--- src/rtl/boot_loader.sv ---
// Byte-stream instruction RAM loader: holds the CPU in reset until a complete image is written.
// Optional trailing checksum byte enabled by defining LOADER_CHECKSUM_EN.
module boot_loader #(
  parameter int width       = 16,
  parameter int iaddr_width = 8
) (
  input  logic                   clk,
  input  logic                   reset,
  input  logic                   start,
  input  logic [7:0]             rx_data,
  input  logic                   rx_valid,
  output logic                   rx_ready,
  output logic [iaddr_width-1:0] iaddr_write,
  output logic [width-1:0]       idata_write,
  output logic                   i_write,
  output logic                   cpu_reset,
  output logic                   done,
  output logic                   err
);

  localparam int B  = width / 8;
  localparam int BW = (B > 1) ? $clog2(B) : 1;
  localparam int D  = 1 << iaddr_width;

  typedef enum logic [2:0] {
    IDLE, LEN_LO, LEN_HI, DATA, WDRAIN, RUN, ERR
`ifdef LOADER_CHECKSUM_EN
    , CSUM
`endif
  } state_t;

`ifdef LOADER_CHECKSUM_EN
  localparam state_t AFTER_DATA = CSUM;
  logic [7:0] csum;
`else
  localparam state_t AFTER_DATA = RUN;
`endif

  state_t                 state, next_state;
  logic [7:0]             len_lo;
  logic [15:0]            n_words;
  logic [15:0]            len_full;
  logic [iaddr_width:0]   wcnt;
  logic [BW-1:0]          bcnt;
  logic [width-1:0]       asm_word, word_next;
  logic                   accept, last_byte, last_word;

  assign accept    = rx_valid && rx_ready;
  assign last_byte = (bcnt == BW'(B - 1));
  assign last_word = ((32'(wcnt) + 32'd1) == 32'(n_words));
  assign len_full  = {rx_data, len_lo};

  always_comb begin
    rx_ready = 1'b0;
    case (state)
      LEN_LO, LEN_HI, DATA: rx_ready = 1'b1;
`ifdef LOADER_CHECKSUM_EN
      CSUM:                 rx_ready = 1'b1;
`endif
      default:              rx_ready = 1'b0;
    endcase
  end

  always_comb begin
    word_next = asm_word;
    word_next[8*bcnt +: 8] = rx_data;
  end

  always_comb begin
    next_state = state;
    if (start) begin
      next_state = LEN_LO;
    end else begin
      case (state)
        LEN_LO: if (accept) next_state = LEN_HI;
        LEN_HI: if (accept) begin
          if (32'(len_full) > D)     next_state = ERR;
          else if (len_full == '0)   next_state = AFTER_DATA;
          else                       next_state = DATA;
        end
        DATA:   if (accept && last_byte && last_word) next_state = WDRAIN;
        WDRAIN: next_state = AFTER_DATA;
`ifdef LOADER_CHECKSUM_EN
        CSUM:   if (accept) next_state = (rx_data == csum) ? RUN : ERR;
`endif
        default: next_state = state;
      endcase
    end
  end

  always_ff @(posedge clk or negedge reset) begin
    if (!reset) state <= IDLE;
    else        state <= next_state;
  end

  // Status outputs trail the state by one register; start forces them back immediately.
  always_ff @(posedge clk or negedge reset) begin
    if (!reset) begin
      cpu_reset <= 1'b1;
      done      <= 1'b0;
      err       <= 1'b0;
    end else begin
      cpu_reset <= start || (state != RUN);
      done      <= !start && (state == RUN);
      err       <= !start && (state == ERR);
    end
  end

  always_ff @(posedge clk or negedge reset) begin
    if (!reset) begin
      iaddr_write <= '0;
      idata_write <= '0;
      i_write     <= 1'b0;
      len_lo      <= '0;
      n_words     <= '0;
      wcnt        <= '0;
      bcnt        <= '0;
      asm_word    <= '0;
`ifdef LOADER_CHECKSUM_EN
      csum        <= '0;
`endif
    end else begin
      i_write <= 1'b0;
      if (start) begin
        iaddr_write <= '0;
        wcnt        <= '0;
        bcnt        <= '0;
        asm_word    <= '0;
`ifdef LOADER_CHECKSUM_EN
        csum        <= '0;
`endif
      end else begin
        // Post-write increment is suppressed after the final word so a full RAM never wraps.
        if (i_write && state == DATA) iaddr_write <= iaddr_write + iaddr_width'(1);
        if (state == LEN_LO && accept) len_lo  <= rx_data;
        if (state == LEN_HI && accept) n_words <= len_full;
        if (state == DATA && accept) begin
          asm_word <= word_next;
`ifdef LOADER_CHECKSUM_EN
          csum     <= csum + rx_data;
`endif
          if (last_byte) begin
            bcnt        <= '0;
            idata_write <= word_next;
            i_write     <= 1'b1;
            wcnt        <= wcnt + (iaddr_width + 1)'(1);
          end else begin
            bcnt <= bcnt + BW'(1);
          end
        end
      end
    end
  end

endmodule

--- config.mk ---
export PLATFORM = sky130hd
export DESIGN_NAME = boot_loader
export DESIGN_NICKNAME = d
export VERILOG_FILES = /design/src/rtl/boot_loader.sv
export SDC_FILE = /design/constraint.sdc
export NUM_CORES = 1
export LEC_CHECK = 0
export CORE_AREA = 2 2 64 112
export CTS_CLUSTER_SIZE = 30
export DETAILED_ROUTE_END_ITERATION = 6
export DIE_AREA = 0 0 66 114
export PLACE_DENSITY = 0.73
export SYNTH_ARGS = -nofsm -noshare
export SYNTH_HDL_FRONTEND = slang
export SYNTH_SLANG_ARGS = --single-unit
--- constraint.sdc ---
create_clock -name clk -period 6.47 [get_ports clk]
set_clock_uncertainty 0.2 [all_clocks]
set_input_delay 1.294 -clock clk [delete_from_list [all_inputs] [get_ports clk]]
set_output_delay 1.294 -clock clk [all_outputs]
set_load 0.02 [all_outputs]
==> flow_summary.toml <==
[layout]
synthToLayoutAreaGrowth_pct = 23.25
finalNonFillerCells = 414
layout_commonest_cell = "dfrtp_1"
nNetsFinal = 339
finish.utilization = 0.6160
finalInstanceArea_um2 = 4131
final_cell_mix = "dfrtp_1, mux2_2, clkdlybuf4s50_1, nor2_1, xor2_1"
antenna_cells = 0
layout-drive-gt1-share = 0.1970

[hold_path]
hold_start = "n_words[13]"
hp-class = "reg -> reg"
hold_path_depth = 1
hold_end = "n_words[13]"

[grt]
grt_remaining_overflow = 0
antenna_found_initial = 0
grt_use_met2 = 0.3589
gr-usage-met1 = 0.2372
grt_pass1_wl_mm = 11.60
top_usage_layer = "met2"
grt_pass1_vias = 2323
grt_start_max_net_pins = 74
use_met3 = 0.03550
grt_usage = 0.2094

[cts]
post_cts_buffers = 0
cts_hold_buf = 0
clock-sinks = 73
cts_resized = 0
clk_path_buf_depth = 2
clk_root_buffer_cell = "clkbuf_16"
cts_buffers = 9
clkLatencyLatePin_ps = 330
clk_pin_slew_ps = 60
cts_tree = "done"
cts_max_level = 3

[placed_design]
dp_hpwl_mm = 4.886
dpl_cell_area_um2 = 3802
gp_congestion = 0.8810
io_buffers = 40
placed_cells = 398

[setup_path]
reg2reg_setup_slack_ps = 3770
critPathMaxStageDelay_ps = 910
critPathSlowestCell = "nor3_1"
rr_worst_depth = 6
crit_chain = "clkdlybuf4s50_1 > buf_4 > nand2b_1 > nor3_1 > mux2_2"
path_max_fanout = 32
r2r-end = "state[1]"
critPathRequiredTime_ps = 6490
rr_startpoint = "wcnt[2]"
worst_setup_path_end_kind = "flop"
arrival_ps = 3480
critPathKind = "in -> reg"
startpoint_type = "input port"

[drt]
ant_nets = 0
num_vias = 2266
wl_per_cell_um = 17.02
via_per_inst = 5.473
drtIter0Drc = 139
drc = 0
wl_mm = 7.048
dr.pass1.iters = 6

[floorplanning]
die-area_um2 = 7524
chipWidth_um = 66
start_util = 0.4998
die_y_um = 114
ios = 41
core_um2 = 6706
row_count = 40

[logic_synthesis]
synth_nets = 302
synth_edf_count = 0
synth.avg_cell_area_um2 = 11.64
syn_inst = 288
synth_ff_type = "dfrtp_1"
ys_warn_count = 0
synth_cell_type_count = 41
synth-async-reset-ratio = 1.000
syn_area_um2 = 3352
ys_ff_latch = 73
ys_seq_area_frac = 0.5454

[timing]
slew_headroom = 0.2355
drv_slew = 0
hold_viol_final = 0
finalCritPeriodShare = 0.5362
rsz0062_at_grt = "false"
fmax_mhz = 288.3
worst_slew_pin_slew_ps = 1138
setup_viol = 0
fin_tns_setup_ps = 0
fin_crit_ps = 3469

[power]
power.leakage_nw = 1.782
ir_drop_mv = 0.2469
p_per_area_nw_per_um2 = 315.7
power_mw = 1.304

[flow_run]
max_cap_violations = 0

[run_status]
status = "finished, final reports clean"
==> cell families (layout without fill, tap and decap cells) <==
kind of cell | Yosys count | count (layout) | share of synthesized area
AND/OR/NAND/NOR | 98 | 98 | 0.1545
XOR/XNOR | 26 | 26 | 0.06794
multiplexers | 49 | 49 | 0.1613
buffers and inverters | 21 | 63 | 0.02725
flip-flops | 73 | 73 | 0.5454
AO/OA/AOI/OAI | 19 | 19 | 0.03621
adder cells (fa/ha/maj) | 2 | 2 | 0.007464
==> worst max-delay path by stage <==
stage / startpoint / to / slack (ps) / cells past startpoint
2_1_floorplan: rx_valid / idata_write[10] / 3360 / 6
3_3_place_gp: start / len_lo[4] / 2650 / 5
3_5_place_dp: start / len_lo[2] / 2630 / 5
4_1_cts: start / len_lo[2] / 2970 / 5
5_1_grt: start / len_lo[6] / 2820 / 5
6_report: start / len_lo[2] / 3000 / 5
==> cell type report <==
class,count,area (um^2)
Clock inverter,6,90.09
Sequential cell,73,1828
Multi-Input combinational cell,194,1433
Fill cell,544,2575
Inverter,3,11.26
Clock buffer,10,239.0
Timing Repair Buffer,44,425.4
Tap cell,84,105.1
==> cells in the mapped netlist (5+ instances only) <==
library cell  instances  area [um^2]
mux2i_1               9        90.09
nor3_1                6        30.03
clkbuf_1             10        37.54
nor4_1                6        37.54
xor2_1               14        122.6
a21oi_1               9        45.04
xnor2_1              12        105.1
nor2_1               36        135.1
mux2_2               40        450.4
nor2b_1               5        31.28
nand2_1              10        37.54
dfrtp_1              72         1802
nand4_1               6        37.54
nand3_1               7        35.03
==> critical path, delay by kind of cell <==
kind,cells,cell delay (ps)
AND/OR/NAND/NOR,2,1110
buffers and inverters,2,630
multiplexers,1,430
==> power breakdown <==
group          internal [mW]  switching (mW)  total [mW]  leakage, nW
combinational          0.105          0.0876       0.193        0.656
sequential             0.521          0.0510       0.572        0.968
clock                  0.349           0.191       0.540        0.159
==> registers in the layout, summed over array words and instances (netlist names) <==
signal and count:
asm_word 8, bcnt 1, cpu_reset 1, done 1
err 1, i_write 1, iaddr_write 8, idata_write 16
len_lo 8, n_words 16, state 3, wcnt 9
==> layer usage <==
layer | up-vias | wire, um | part of all wire
li1 | 1075 | - | -
met2 | 60 | 3840 | 0.54
met3 | 20 | 234 | 0.033
met1 | 1111 | 2689 | 0.38
met4 | 0 | 283 | 0.040
met5 | - | 0 | 0
==> through the flow <==
stage / setup WS, ps / hold slack (ps)
after floorplan: 3356 / 270.1
after global placement: 2647 / 281.8
after detailed placement: 2626 / 290.3
after CTS: 2968 / 303.1
after global routing: 2816 / 317.8
final: 3001 / 302.2
(Power assumes the default switching activity.)
